`src/rtl/msg_scroller.sv`:
```
// rtl/msg_scroller.sv - scrolling six-digit message window over a loadable character buffer
//
// Purpose : holds a MAX_LEN-entry buffer of CHAR_W-bit character codes and
//           presents a NUM_DIGITS-wide window of it, rotating one position per
//           tick while running. Start/stop/clear control, write port open only
//           while idle.
// Ports   : clk, reset (async, active-high)
//           tick                     - advance strobe from the frequency divider
//           wr_en/wr_addr/wr_data    - buffer write, accepted when wr_ready=1
//           wr_ready                 - high in IDLE only
//           msg_len                  - active length, clamped to 1..MAX_LEN on start from IDLE
//           start/stop/clear         - run control (clear > stop > start > tick)
//           dir                      - 0 scrolls left (pos+1), 1 scrolls right (pos-1)
//           pos                      - current window start index
//           running                  - high in RUN
//           disp_chars               - registered window, leftmost digit in the MSBs
// Option  : MSG_SCROLLER_BLINK_EN - ticks while paused toggle a blank-out of the display.

module msg_scroller #(
    parameter int                CHAR_W     = 3,
    parameter int                MAX_LEN    = 8,
    parameter int                NUM_DIGITS = 6,
    parameter logic [CHAR_W-1:0] BLANK      = 3'b111
) (
    input  logic                         clk,
    input  logic                         reset,
    input  logic                         tick,
    input  logic                         wr_en,
    input  logic [$clog2(MAX_LEN)-1:0]   wr_addr,
    input  logic [CHAR_W-1:0]            wr_data,
    output logic                         wr_ready,
    input  logic [$clog2(MAX_LEN+1)-1:0] msg_len,
    input  logic                         start,
    input  logic                         stop,
    input  logic                         clear,
    input  logic                         dir,
    output logic [$clog2(MAX_LEN)-1:0]   pos,
    output logic                         running,
    output logic [NUM_DIGITS*CHAR_W-1:0] disp_chars
);

    localparam int POS_W  = $clog2(MAX_LEN);
    localparam int LEN_W  = $clog2(MAX_LEN+1);
    localparam int DISP_W = NUM_DIGITS * CHAR_W;

    typedef enum logic [1:0] {
        ST_IDLE  = 2'd0,
        ST_RUN   = 2'd1,
        ST_PAUSE = 2'd2
    } state_t;

    state_t             state_q, state_d;
    logic [POS_W-1:0]   pos_q, pos_d;
    logic [LEN_W-1:0]   len_q, len_d;
    logic [LEN_W-1:0]   len_clamped;
    logic [POS_W-1:0]   len_m1;
    logic [POS_W-1:0]   pos_fwd, pos_bwd;
    logic [DISP_W-1:0]  window;
    logic [DISP_W-1:0]  disp_d;
    logic [CHAR_W-1:0]  msg_buf [MAX_LEN];
`ifdef MSG_SCROLLER_BLINK_EN
    logic               blink_q, blink_d;
`endif

    assign wr_ready = (state_q == ST_IDLE);
    assign running  = (state_q == ST_RUN);
    assign pos      = pos_q;

    // len_q is always in 1..MAX_LEN, so the last valid index fits in POS_W bits.
    assign len_m1  = POS_W'(len_q - LEN_W'(1));
    assign pos_fwd = (pos_q == len_m1) ? '0 : pos_q + 1'b1;
    assign pos_bwd = (pos_q == '0) ? len_m1 : pos_q - 1'b1;

    always_comb begin
        len_clamped = msg_len;
        if (msg_len == '0) begin
            len_clamped = LEN_W'(1);
        end else if (msg_len > LEN_W'(MAX_LEN)) begin
            len_clamped = LEN_W'(MAX_LEN);
        end
    end

    // Walk the buffer from pos with wrap at len_q; short messages repeat
    // across the window because the index keeps wrapping.
    always_comb begin
        logic [POS_W-1:0] idx;
        window = '0;
        idx    = pos_q;
        for (int i = 0; i < NUM_DIGITS; i++) begin
            window[(NUM_DIGITS-1-i)*CHAR_W +: CHAR_W] = msg_buf[idx];
            idx = (idx == len_m1) ? '0 : idx + 1'b1;
        end
    end

    always_comb begin
        state_d = state_q;
        pos_d   = pos_q;
        len_d   = len_q;
`ifdef MSG_SCROLLER_BLINK_EN
        blink_d = blink_q;
`endif
        if (clear) begin
            state_d = ST_IDLE;
            pos_d   = '0;
`ifdef MSG_SCROLLER_BLINK_EN
            blink_d = 1'b0;
`endif
        end else begin
            case (state_q)
                ST_IDLE: begin
                    pos_d = '0;
                    if (!stop && start) begin
                        len_d   = len_clamped;
                        state_d = ST_RUN;
                    end
                end
                ST_RUN: begin
                    if (stop) begin
                        state_d = ST_PAUSE;
                    end else if (!start && tick) begin
                        pos_d = dir ? pos_bwd : pos_fwd;
                    end
                end
                ST_PAUSE: begin
                    if (!stop && start) begin
                        state_d = ST_RUN;
`ifdef MSG_SCROLLER_BLINK_EN
                        blink_d = 1'b0;
`endif
                    end
`ifdef MSG_SCROLLER_BLINK_EN
                    else if (!stop && tick) begin
                        blink_d = ~blink_q;
                    end
`endif
                end
                default: begin
                    state_d = ST_IDLE;
                    pos_d   = '0;
                end
            endcase
        end
    end

`ifdef MSG_SCROLLER_BLINK_EN
    assign disp_d = blink_q ? {NUM_DIGITS{BLANK}} : window;
`else
    assign disp_d = window;
`endif

    always_ff @(posedge clk or posedge reset) begin
        if (reset) begin
            state_q    <= ST_IDLE;
            pos_q      <= '0;
            len_q      <= LEN_W'(1);
            disp_chars <= {NUM_DIGITS{BLANK}};
        end else begin
            state_q    <= state_d;
            pos_q      <= pos_d;
            len_q      <= len_d;
            disp_chars <= disp_d;
        end
    end

`ifdef MSG_SCROLLER_BLINK_EN
    always_ff @(posedge clk or posedge reset) begin
        if (reset) begin
            blink_q <= 1'b0;
        end else begin
            blink_q <= blink_d;
        end
    end
`endif

    always_ff @(posedge clk or posedge reset) begin
        if (reset) begin
            for (int i = 0; i < MAX_LEN; i++) begin
                msg_buf[i] <= BLANK;
            end
        end else if (wr_en && wr_ready) begin
            msg_buf[wr_addr] <= wr_data;
        end
    end

endmodule

```
`config.mk`:
```
export PLATFORM = sky130hd
export DESIGN_NAME = msg_scroller
export DESIGN_NICKNAME = d
export VERILOG_FILES = /design/src/rtl/msg_scroller.sv
export SDC_FILE = /design/constraint.sdc
export NUM_CORES = 1
export LEC_CHECK = 0
export ABC_AREA = 1
export CORE_MARGIN = 3
export CORE_UTILIZATION = 56
export CTS_CLUSTER_DIAMETER = 40
export CTS_CLUSTER_SIZE = 40
export DETAILED_ROUTE_END_ITERATION = 10
export HOLD_SLACK_MARGIN = 0.1
export PLACE_DENSITY = 0.78
export SYNTH_ARGS = -nofsm -noshare
export SYNTH_HDL_FRONTEND = slang
export SYNTH_SLANG_ARGS = --single-unit
export TNS_END_PERCENT = 5
```
`constraint.sdc`:
```
create_clock -name clk -period 8 [get_ports clk]
set_input_delay 1.2 -clock clk [delete_from_list [all_inputs] [get_ports clk]]
set_output_delay 1.2 -clock clk [all_outputs]
set_load 0.05 [all_outputs]
```
# Word level (Yosys, flattened, before mapping)
# Cells that the tools add are included.
# totals
regBits	50
inputBits	18
output_inout_bits	23
elab_cells	99
# classes
add_sub_neg	7
n_lt_le_gt_ge	9
eq_ne	12
mux	38
bitwise	8
n_reduce_logical	13
# ops
op	count
3-bit 2-to-1 mux	25
3-bit binary-select mux with 3-bit select	6
4-bit >= comparator, second input constant	7
3-bit NOT with 4-bit output	7
24-bit bitwise mux	1
3-bit by 1-bit adder with 3-bit output, second input constant	5
3-bit equality test	5
3-bit demux with 3-bit select	1
2-bit 2-to-1 mux	3
3-bit != test, second input constant	2
3-bit case mux with 2 select lines	1
3-bit AND reduction	2
3-bit by 1-bit subtractor with 3-bit output, second input constant	2
4-bit greater-than comparator, second input constant	1
1-bit logical AND	4
4-bit logical NOT	1
4-bit by 1-bit less-than comparator with 1-bit output, second input constant	1
2-bit case mux with 2 select lines	1
3-bit logical NOT	1
3-bit by 1-bit != test with 1-bit output, second input constant	1
3-bit by 2-bit != test with 1-bit output, second input constant	1
2-bit by 1-bit equality test with 1-bit output, second input constant	1
2-bit equality test, second input constant	1
1-bit logical NOT	2
other kinds (5)	5

# Depth between registers and ports, before layout
# Gate-level depths: netlist (run 1).
# depth
ltp_word	15
depth_mapped	32
depth_no_buf	30

# Least setup slack after synthesis (run 1)
# OpenSTA, ideal clock, no wires.
# synth_path
path_kind	register to register
start	register pos_q[0] (netlist: pos[0])
end	register disp_chars[0]
setup_ns	0.075
arrival_time_ns	4.417
required_ns	7.925
setup_slack_ns	3.508
path_stages_with_launch	24
n_path_buf	3
period_less_slack_ns	4.492
path_cell_list	dfrtp_1 buf_4 inv_4 clkbuf_1 ha_1 inv_1 nor2_1 ha_1 nand2_4 inv_1 ha_1 nand2_2 clkbuf_1 inv_1 ha_1 inv_1 o21bai_4 inv_1 ha_1 nand2_1 nand3_1 nand2_1 nand2_1 nand2_1
# synth_between
elab_chain_cells	14
elab_cells_between_ends	19
classes_between	add/sub: 5; eq/ne: 5; mux: 8; bitwise: 1
# synth_rtl
element	line	text
start, declared	53	logic [POS_W-1:0] pos_q, pos_d;
start signal, assigned	159	pos_q <= pos_d;
3-bit by 1-bit adder with 3-bit output / 3-bit equality test (equally long branches)	91	idx = (idx == len_m1) ? '0 : idx + 1'b1;
3-bit 2-to-1 mux *	91	
3-bit by 1-bit adder with 3-bit output / 3-bit equality test (equally long branches)	91	
3-bit 2-to-1 mux *	91	
3-bit by 1-bit adder with 3-bit output / 3-bit equality test (equally long branches)	91	
3-bit 2-to-1 mux *	91	
3-bit by 1-bit adder with 3-bit output / 3-bit equality test (equally long branches)	91	
3-bit 2-to-1 mux *	91	
3-bit by 1-bit adder with 3-bit output / 3-bit equality test (equally long branches)	91	
3-bit 2-to-1 mux *	91	
3-bit NOT with 4-bit output (not written as such) *	90	window[(NUM_DIGITS-1-i)*CHAR_W +: CHAR_W] = msg_buf[idx];
3-bit binary-select mux with 3-bit select *	90	
3-bit 2-to-1 mux (not written as such) * (2 in a row)	90	
via disp_d[0]	59	logic [DISP_W-1:0] disp_d;
end signal, assigned	156	disp_chars <= {NUM_DIGITS{BLANK}};
end signal, assigned	161	disp_chars <= disp_d;
end, declared	39	output logic [NUM_DIGITS*CHAR_W-1:0] disp_chars
# The timed path passes the listed nets; every way through them passes the cells marked *. The select of a mux whose other input is x is not followed.
# A chain may end at the register's enable or synchronous reset.

# Worst setup path in the final report (run 1)
# layout_path
start	register len_q[0]
end	register disp_chars[1]
# layout_between
elab_chain_cells	15
elab_cells_between_ends	19
classes_between	add/sub: 5; eq/ne: 5; mux: 8; bitwise: 1
# layout_rtl
element	line	text
start, declared	54	logic [LEN_W-1:0] len_q, len_d;
start signal, assigned	160	len_q <= len_d;
3-bit by 1-bit subtractor with 3-bit output *	70	assign len_m1 = POS_W'(len_q - LEN_W'(1));
3-bit equality test	91	
3-bit 2-to-1 mux	91	
3-bit by 1-bit adder with 3-bit output / 3-bit equality test (equally long branches)	91	
3-bit 2-to-1 mux	91	
3-bit by 1-bit adder with 3-bit output / 3-bit equality test (equally long branches)	91	
3-bit 2-to-1 mux	91	
3-bit by 1-bit adder with 3-bit output / 3-bit equality test (equally long branches)	91	
3-bit 2-to-1 mux	91	
3-bit by 1-bit adder with 3-bit output / 3-bit equality test (equally long branches)	91	
3-bit 2-to-1 mux *	91	
3-bit NOT with 4-bit output (not written as such) *	90	
3-bit binary-select mux with 3-bit select *	90	
3-bit 2-to-1 mux (not written as such) * (2 in a row)	90	
via disp_d[1]	59	
# Marked as above.

==> results of run 1 <==
state kept, by name, summed over array words and instances (netlist names):
| name | cells |
|---|---|
| pos | 3 |
| msg_buf | 24 |
| state_q | 2 |
| len_q | 3 |
| disp_chars | 18 |
logic make-up after synthesis:
| kind of cell | after synthesis |
|---|---|
| buf+inv | 81 |
| compound gates | 171 |
| fa+ha+maj | 8 |
| flops | 50 |
| xor+xnor | 5 |
| simple gates | 196 |
power breakdown:
group / switching [mW] / leakage, nW / internal (mW)
combinational: 0.714 / 1.24 / 0.337
sequential: 0.0651 / 0.545 / 0.387
clock: 0.101 / 0.0510 / 0.0654
total: 0.880 / 1.83 / 0.789
synth_stat cells, types with 3 or more instances:
cell	n	share of area, %
dfstp_2	43	31
nand2_2	8	1.4
o2111ai_1	6	1.4
clkbuf_1	11	1.1
inv_1	60	6.1
o211ai_1	4	0.82
nor2_1	15	1.5
a21oi_1	47	6.4
dfrtp_1	7	4.8
ha_1	8	2.7
o21ai_0	79	11
a221oi_1	12	2.9
nand3_1	32	4.3
buf_2	3	0.41
nor3_1	4	0.54
a31oi_1	16	2.7
xor2_1	3	0.71
nand2_1	120	12
inv_2	4	0.41
nand2_4	6	1.8
nor2_2	4	0.68
worst paths after layout:
check,from,to,slack [ps],depth (start not counted)
setup / recovery,len_q[0],disp_chars[1],2350,24
hold reg to reg,msg_buf[3],msg_buf[3],510,2
min in group asynchronous,reset,pos[0],1420,2
hold / removal,msg_buf[3],msg_buf[3],510,2
setup reg to reg,len_q[0],disp_chars[1],2350,24
max in group asynchronous,reset,state_q[0],5970,2
area by class of cell:
type | count | area [um2] | area share, %
clock buffer | 5 | 68.8 | 1.64
clock inverter | 3 | 26.3 | 0.626
inverter | 65 | 246 | 5.87
multi-input combinational | 380 | 2060 | 49.0
sequential | 50 | 1310 | 31.1
tap | 75 | 93.8 | 2.24
timing repair buffer | 40 | 400 | 9.54
worst register-to-register path, stage by stage (launching register included):
cell and delay (ps):
dfstp_2 590, inv_2 60, ha_1 400, inv_2 140
nand2_1 60, nand2_1 110, nor2_4 50, nand2_2 100
inv_1 70, nor2_2 430, inv_1 350, nand2_4 250
inv_1 210, ha_1 380, nand2_2 180, a21oi_1 200
nand3_1 140, nand2_1 570, inv_2 300, ha_1 490
nand2_1 170, nand3_1 140, nand2_1 60, nand2_1 70
nand2_1 70
cells in the final DEF (no fill, tap or decap), types with 2 or more instances in the layout:
cell type and instances:
a31oi_1 16, nand2_4 6, clkdlybuf4s50_1 40, xor2_1 3, a21oi_1 47, nor3_1 4, o211ai_1 4, nand4_1 2
o21ai_0 79, nand3_4 2, nor2_2 4, xnor2_2 2, clkbuf_8 5, nand3_1 32, dfstp_2 43, nand2_2 8
o221ai_1 2, o2111ai_1 6, nor2_1 15, dfrtp_1 7, inv_4 2, inv_2 5, a221oi_1 12, nand2_1 120
ha_1 8, inv_1 59
metrics by stage:
| step | instance area [um2] | power, mW |
|---|---|---|
| 2_1_floorplan | 3680 | 1.21 |
| 6_report | 4200 | 1.67 |
| 3_3_place_gp | 4100 | 1.48 |
| 5_1_grt | 4200 | 1.78 |
| 3_5_place_dp | 4100 | 1.48 |
| 4_1_cts | 4200 | 1.65 |
layer usage:
metal  routed length [um]  share of wire (%)
met5                    0                  0
met4                  278                2.5
met3                 1180                 11
met2                 5030                 45
met1                 4710                 42
==> metrics.md, run 1 <==
| Metric | Value |
|---|---|
| RSZ-0062 raised after global routing | `false` |
| CTS root buf | `clkbuf_8` |
| Yosys warnings | `0` |
| CP max FO | `21` |
| Mapped Avg Cell Area | `between 7 and 8 um2` |
| Filler cell count | `526` |
| Row count | `28` |
| Die W | `around 87 um` |
| Slew HR | `between 30% and 40%` |
| Vias per inst | `about 6.2` |
| Post-CTS Setup Repair Bufs | `0` |
| Vias in the first global route | `approximately 3,500` |
| Layout area overhead | `14.0%` |
| Status | `complete, no violations` |
| GR met2 Demand/Resource | `about 48%` |
| Top FF cell, synth | `dfstp_2` |
| # IOs | `41` |
| Initial antenna violation count | `0` |
| Total wire length | `11.2 mm` |
| Dominant delay contributor by cell family on the critical path | `simple AND/OR/NAND/NOR gates` |
| Leak | `between 1.5 and 2 nW` |
| CTS tree | `yes` |
| Worst slew pin tran | `approximately 1000 ps` |
| Die Height | `approximately 87 um` |
| CP Cell Sequence | `inv_2 -> ha_1 -> inv_2 -> nand2_1 -> nand2_1 -> nor2_4 -> nand2_2 -> inv_1 -> nor2_2 -> inv_1 -> nand2_4 -> inv_1 -> ha_1 -> nand2_2 -> a21oi_1 -> nand3_1 -> nand2_1 -> inv_2 -> ha_1 -> nand2_1 -> nand3_1 -> nand2_1 -> nand2_1 -> nand2_1` |
| Final core occ | `between 60 and 70%` |
| Post-route ant nets | `0` |
| Largest net degree at the start of global routing | `51` |
| Nets | `around 570` |
| Simple-Gate Fraction of Synth Area | `24.6%` |
| Drt first-iter violations | `516` |
| Register bit total from synthesis | `50` |
| Hold Path Class | `reg -> reg` |
| Peak Freq | `roughly 0.18 GHz` |
| Largest family of logic cells by synthesized area | `compound AO/OA/AOI/OAI gates` |
| CP Data Required Time | `between 8000 and 9000 ps` |
| Max-capacitance violation count | `0` |
| Vias after detailed routing | `about 3,800` |
| Drt first pass iters | `6` |
| CP most frequent cell | `nand2_1` |
| Core Footprint | `slightly above 0.006 mm2` |
| Clk_lat worst skew | `320 ps` |
| Worst VDD drop | `about 0.00027 V` |
| First-pass GRT wire length | `approximately 18 mm` |
| I/O Buffers | `40` |
| GRT Util Overall | `between 30% and 40%` |
| Setup TNS | `0 ps` |
| Die area | `around 0.0076 mm2` |
| Net count after synthesis | `approximately 540` |
| N_diodes | `0` |
| Worst hold slack | `approximately 510 ps` |
| Critical path start-end classification | `reg -> reg` |
| Crit path launch type | `flop` |
| Post-synth EDFFs | `0` |
| Pins Over Slew Limit | `0` |
| Drt drc | `0` |
| GR Util met3 | `6.43%` |
| GR Util met1 | `roughly two fifths` |
| Slowest stage cell, crit path | `dfstp_2` |
| Post-Synth XOR/XNOR Area | `1.60%` |
| CP max stage delay | `a little under 600 ps` |
| H-tree levels | `2` |
| Fin crit share | `between 70% and 80%` |
| Synthesized cell area | `~0.0037 mm2` |
| Post-Synth Adder-Cell Area | `between 2 and 3%` |
| Post-synthesis compound-gate area fraction | `27.0%` |
| Sequential fraction of the synthesis area | `between 30 and 40%` |
| Placed Cells incl. Taps | `610` |
| Final setup skew | `~13 ps` |
| Buf/Inv on CP | `6` |
| Num CTS Buffers | `5` |
| Cell Pwr Density | `a little under 400 mW/mm2` |
| Tmin final | `about 5600 ps` |
| Share of layout cells above drive strength 1 | `between 10% and 20%` |
| Clock Pin Slew Worst Setup and Hold Paths | `110 ps` |
| GRT busiest layer | `met2` |
| Final WS setup | `2350 ps` |
| Total grt overflow | `0` |
| Final hold viol count | `0` |
| Cells after Synth | `approximately 510` |
| Place WS | `about 2500 ps` |
| Initial core utilization | `between 60% and 70%` |
| DR WL/cell | `18.1 um` |
| Worst Path Arrival | `~5900 ps` |
| Ys async rst share | `100%` |
| # setup viols final | `0` |
| Resized cells post-CTS | `0` |
| Yosys cell types | `36` |
| Hold_buf cts | `0` |
| Sink Count | `50` |
| Mux cell area share after synthesis | `0%` |
| Worst-case clock buffer depth | `2` |
| Post-Layout Cell Count | `618` |
| Crit. End Element | `flop` |
| RD Place Congestion | `0.984` |
| HPWL after DPL | `between 8 and 9 mm` |
Note: power is estimated with default switching activity, not from simulation.
==> run 2, diff against run 1 <==
--- a/config.mk
+++ b/config.mk
@@ -7,12 +7,12 @@
 export LEC_CHECK = 0
 export ABC_AREA = 1
 export CORE_MARGIN = 3
-export CORE_UTILIZATION = 56
+export CORE_UTILIZATION = 52
 export CTS_CLUSTER_DIAMETER = 40
 export CTS_CLUSTER_SIZE = 40
 export DETAILED_ROUTE_END_ITERATION = 10
 export HOLD_SLACK_MARGIN = 0.1
-export PLACE_DENSITY = 0.78
+export PLACE_DENSITY = 0.77
 export SYNTH_ARGS = -nofsm -noshare
 export SYNTH_HDL_FRONTEND = slang
 export SYNTH_SLANG_ARGS = --single-unit
==> constraint.sdc (replaced) <==
create_clock -name clk -period 4.6 [get_ports clk]
set_input_delay 0.69 -clock clk [delete_from_list [all_inputs] [get_ports clk]]
set_output_delay 0.69 -clock clk [all_outputs]
set_load 0.05 [all_outputs]
==> metrics.md, run 2 (synthesized netlist as in run 1, its figures left out) <==
| Metric | Value |
|---|---|
| Status | `complete, no violations` |
| Largest reg by FF count | `msg_buf` |
| Most frequent cells in the layout | `119 x nand2_1, 79 x o21ai_0, 58 x inv_1` |
| Worst slew pin tran | `approximately 1000 ps` |
| Slew HR | `between 30% and 40%` |
| Cell Pwr Density | `about 690 mW/mm2` |
| I/O Buffers | `40` |
| Setup TNS | `0 ps` |
| Drt first pass iters | `6` |
| Worst Path Arrival | `approximately 4500 ps` |
| Vias per inst | `just under 6` |
| Final core occ | `63.4%` |
| Drt drc | `0` |
| Capturing point of the worst reg2reg path | `disp_chars[0]` |
| CP Data Required Time | `approximately 4900 ps` |
| Largest register FFs | `24` |
| N_diodes | `0` |
| Post-CTS Setup Repair Bufs | `0` |
| Die W | `about 90 um` |
| Final WS setup | `about 360 ps` |
| Total wire length | `11.3 mm` |
| RSZ-0062 raised after global routing | `false` |
| CP startpoint | `len_q[0]` |
| Initial core utilization | `between 50% and 60%` |
| Drt first-iter violations | `approximately 420` |
| Hold_buf cts | `0` |
| Biggest regs | `msg_buf: 24 flops, disp_chars: 18 flops` |
| Vias in the first global route | `between 3,000 and 4,000` |
| Fin crit share | `92.2%` |
| Core Footprint | `~0.0068 mm2` |
| Total grt overflow | `0` |
| H-tree levels | `2` |
| Leak | `approximately 1.9 nW` |
| Crit path launch type | `flop` |
| Nets | `578` |
| Pins Over Slew Limit | `0` |
| CTS tree | `yes` |
| Max-capacitance violation count | `0` |
| Die area | `approximately 0.008 mm2` |
| Reg2reg setup slack | `360 ps` |
| CP max FO | `15` |
| Final setup skew | `approximately 10 ps` |
| Worst Setup EP | `disp_chars[0]` |
| Largest net degree at the start of global routing | `between 50 and 60` |
| Worst VDD drop | `approximately 0.00027 V` |
| Vias after detailed routing | `between 3,000 and 4,000` |
| Worst-case clock buffer depth | `2` |
| Initial antenna violation count | `0` |
| RD Place Congestion | `around 0.97` |
| Peak Freq | `between 0.2 and 0.25 GHz` |
| Crit. End Element | `flop` |
| Sink Count | `50` |
| Tmin final | `4240 ps` |
| Worst reg2reg startpoint | `len_q[0]` |
| Row count | `30` |
| Num CTS Buffers | `5` |
| # IOs | `between 40 and 50` |
| Post-route ant nets | `0` |
| Die Height | `about 90 um` |
| Depth of the worst register-to-register path | `27` |
| Layout area overhead | `17.7%` |
| HPWL after DPL | `roughly 8.5 mm` |
| CTS root buf | `clkbuf_8` |
| First-pass GRT wire length | `18.2 mm` |
| Clock Pin Slew Worst Setup and Hold Paths | `roughly 100 ps` |
| Filler cell count | `~620` |
| Hold Path Class | `reg -> reg` |
| Place WS | `224 ps` |
| Resized cells post-CTS | `0` |
| Clk_lat worst skew | `about 310 ps` |
| Critical path start-end classification | `reg -> reg` |
| Final hold viol count | `0` |
| Most common cell after layout, fill and taps aside | `nand2_1` |
| # setup viols final | `0` |
| GRT Util Overall | `between 20% and 30%` |
| Worst hold slack | `~500 ps` |
| DR WL/cell | `~17 um` |
| Share of layout cells above drive strength 1 | `17.7%` |
run 2: cell count changes in the layout (fill, tap and decap cells not counted), sizes merged:
cell and change:
bufinv +1, buf +10, clkinv +1, inv -2
run 2: power breakdown:
| group | switching [mW] | internal [mW] | total (mW) |
|---|---|---|---|
| Clock | 0.159 | 0.163 | 0.323 |
| Combinational | 1.25 | 0.649 | 1.89 |
| Sequential | 0.113 | 0.672 | 0.785 |
| Total | 1.52 | 1.48 | 3.00 |
run 2: worst min-delay path by stage:
stage,cells after the start,startpoint,slack [ps],endpoint
floorplan,2,msg_buf[3],470,msg_buf[3]
global placement,2,msg_buf[4],480,msg_buf[4]
detailed placement,2,msg_buf[3],490,msg_buf[3]
CTS,2,msg_buf[3],500,msg_buf[3]
global route,2,msg_buf[3],520,msg_buf[3]
finish,2,msg_buf[22],500,msg_buf[22]
run 2: through the flow:
step / instances / area (um2) / total power, mW
2_1_floorplan: 511 / 3680 / 2.11
3_3_place_gp: 641 / 4200 / 2.61
3_5_place_dp: 641 / 4200 / 2.61
4_1_cts: 649 / 4320 / 2.94
5_1_grt: 649 / 4330 / 3.21
6_report: 649 / 4330 / 3.00
run 2: layer usage:
layer	wire (um)	up-vias	global-route usage [%]
met5	0	-	0
met4	397	0	10.7
met3	1050	35	3.60
met2	5040	212	43.4
met1	4800	1754	39.9
li1	-	1832	-
run 2: cell type report:
class                           count  area (um2)  area share (%)
Clock buffer                        5        68.8            1.59
Inverter                           65         246            5.69
Multi-Input combinational cell    380        2070            47.9
Timing Repair Buffer               50         475            11.0
Tap cell                           96         120            2.77
Clock inverter                      3        43.8            1.01
Sequential cell                    50        1310            30.1
run 2: worst max-delay path: stages (launching register included):
cell and delay [ps]:
dfstp_2 580, inv_2 60, ha_2 390, inv_2 80, nand2_1 60, nand2_1 90, nor2_4 120, nand2_2 90
inv_1 90, nor2_2 50, ha_1 350, nand2_4 140, inv_1 110, ha_1 230, xnor2_2 250, nand2_4 130
nand2_1 90, nand2_2 90, o21bai_4 260, nand2_1 80, nand2_1 110, nand3_4 200, nand2_2 180, nand2_1 70
nand3_1 80, nand2_1 50, nand2_1 60, nand2_1 50
==> run 3, diff against run 2 <==
--- a/config.mk
+++ b/config.mk
@@ -12,7 +12,7 @@
 export CTS_CLUSTER_SIZE = 40
 export DETAILED_ROUTE_END_ITERATION = 10
 export HOLD_SLACK_MARGIN = 0.1
-export PLACE_DENSITY = 0.77
+export PLACE_DENSITY = 0.82
 export SYNTH_ARGS = -nofsm -noshare
 export SYNTH_HDL_FRONTEND = slang
 export SYNTH_SLANG_ARGS = --single-unit
==> constraint.sdc (replaced) <==
create_clock -name clk -period 4.6 [get_ports clk]
set_input_delay 0.69 -clock clk [delete_from_list [all_inputs] [get_ports clk]]
set_output_delay 0.69 -clock clk [all_outputs]
set_load 0.02 [all_outputs]
==> metrics.md, run 3 (synthesized netlist as in run 1, its figures left out) <==
| Metric | Value |
|---|---|
| Drt first-iter violations | `480` |
| Final setup skew | `around 15 ps` |
| CP max FO | `15` |
| Worst slew pin tran | `996 ps` |
| Layout area overhead | `17.7%` |
| Worst Path Arrival | `roughly 4500 ps` |
| Clock Pin Slew Worst Setup and Hold Paths | `~110 ps` |
| Final instance area | `between 0.004 and 0.005 mm2` |
| Place WS | `about 140 ps` |
| PnR Total Power | `around 2.9 mW` |
| HP Start | `msg_buf[3]` |
| Largest reg by FF count | `msg_buf` |
| DR WL/cell | `around 18 um` |
| Pins Over Slew Limit | `0` |
| Most frequent cells in the layout | `117 x nand2_1, 79 x o21ai_0, 58 x inv_1` |
| Final hold viol count | `0` |
| Nets | `between 500 and 600` |
| Hold EP | `msg_buf[3]` |
| Storage cell area | `between 0.001 and 0.0015 mm2` |
| Worst reg2reg startpoint | `len_q[0]` |
| Multi-input logic area | `between 0.002 and 0.0025 mm2` |
| Setup TNS | `0 ps` |
| Num CTS Buffers | `5` |
| HPWL after DPL | `8.53 mm` |
| Die Height | `roughly 90 um` |
| Status | `complete, no violations` |
| Hold path cells | `2` |
| I/O Buffers | `40` |
| Fin crit share | `between 90 and 100%` |
| Initial core utilization | `53.9%` |
| DP Area | `between 0.004 and 0.005 mm2` |
| Filler cell count | `a little over 600` |
| Crit path launch type | `flop` |
| Tmin final | `~4200 ps` |
| H-tree levels | `2` |
| Vias in the first global route | `between 3,000 and 4,000` |
| Final core occ | `a little under two thirds` |
| Post-route ant nets | `0` |
| Drt first pass iters | `6` |
| Most common cell after layout, fill and taps aside | `nand2_1` |
| GRT Util Overall | `between 20 and 30%` |
| Leak | `between 1.5 and 2 nW` |
| Largest register FFs | `24` |
| First-pass GRT wire length | `18.4 mm` |
| N_diodes | `0` |
| Drt drc | `0` |
| Final WS setup | `360 ps` |
| RD Place Congestion | `~1.0` |
| Hold Path Class | `reg -> reg` |
| Sink Count | `50` |
| Core Footprint | `around 0.0068 mm2` |
| Die area | `between 0.008 and 0.009 mm2` |
| Largest net degree at the start of global routing | `slightly above 50` |
| Die W | `about 90 um` |
| Vias after detailed routing | `a little under 4,000` |
| Capturing point of the worst reg2reg path | `disp_chars[2]` |
| Peak Freq | `approximately 0.24 GHz` |
| Clk_lat worst skew | `between 300 and 400 ps` |
| Crit. End Element | `flop` |
| Share of layout cells above drive strength 1 | `18.1%` |
| Slew HR | `33.5%` |
| Initial antenna violation count | `0` |
| CP Data Required Time | `a little under 5000 ps` |
| Post-Layout Cell Count | `between 600 and 700` |
| Placed Cells incl. Taps | `640` |
| Depth of the worst register-to-register path | `27` |
| Reg2reg setup slack | `around 360 ps` |
| Row count | `30` |
| # IOs | `41` |
| Worst-case clock buffer depth | `2` |
| Vias per inst | `6.12` |
| Max-capacitance violation count | `0` |
| Total wire length | `~12 mm` |
| Total grt overflow | `0` |
| # setup viols final | `0` |
| Worst VDD drop | `between 0.0002 and 0.0003 V` |
| CTS tree | `yes` |
| Biggest regs | `msg_buf: 24 flops, disp_chars: 18 flops` |
| Cell Pwr Density | `approximately 660 mW/mm2` |
| Worst hold slack | `516 ps` |
| CTS root buf | `clkbuf_8` |
| Critical path start-end classification | `reg -> reg` |
-- run 3: cell count changes in the layout (fill, tap and decap cells not counted) --
cell       delta
buf_4         -1
nand2_4       +2
nand2_1       -2
inv_8         +1
nand3_2       +1
bufinv_16     -1
clkinv_2      -1
clkinv_4      +2
inv_6         -1
-- run 3: timing repair --
action | CTS | global route
setup endpoints to repair | 0 | 3
gates resized for setup | 0 | 9
buffers inserted | 0 | 0
hold buffers | 0 | 0
-- run 3: cell type report --
cell class | count | share of cell area, %
clock inverters | 3 | 0.664
clock buffers | 5 | 1.59
flip-flops and latches | 50 | 30.1
well taps | 96 | 2.77
multi-input cells | 381 | 48.4
inverters | 65 | 5.68
repair buffers | 49 | 10.8
-- run 3: how the worst max path moves through the flow --
stage,cells after the start,startpoint,to
6_report,27,len_q[0],disp_chars[2]
5_1_grt,30,len_q[0],disp_chars[2]
3_5_place_dp,25,len_q[0],disp_chars[1]
4_1_cts,25,len_q[0],disp_chars[1]
3_3_place_gp,25,len_q[0],disp_chars[0]
2_1_floorplan,27,len_q[0],disp_chars[1]
-- run 3: power by group --
group	total, mW	leakage (nW)	internal [mW]	switching, mW
Combinational	1.79	1.28	0.654	1.14
Sequential	0.781	0.545	0.673	0.108
Clock	0.290	0.0502	0.113	0.177
-- run 3: routing by layer --
layer,vias to the layer above,global-route usage (%),share of wire (%)
met1,1830,39.2,41
met2,257,43.1,44
met3,45,4.52,9.8
met4,0,13.4,4.8
met5,-,0,0
li1,1840,-,-
-- run 3: critical path, stage by stage (launching register included) --
cell and delay, ps:
dfstp_2 580, inv_2 60, ha_2 390, inv_2 90
nand2_1 70, nand2_1 90, nor2_4 130, nand2_2 100
inv_1 100, nor2_2 40, ha_1 360, nand2_4 140
inv_1 100, ha_1 330, nand2_4 170, inv_1 60
ha_1 300, inv_1 70, o21bai_4 170, nand2_1 100
nand2_2 130, nand3_4 160, nand2_4 130, nand2_1 60
nand3_1 80, nand2_1 50, nand2_1 60, nand2_1 50
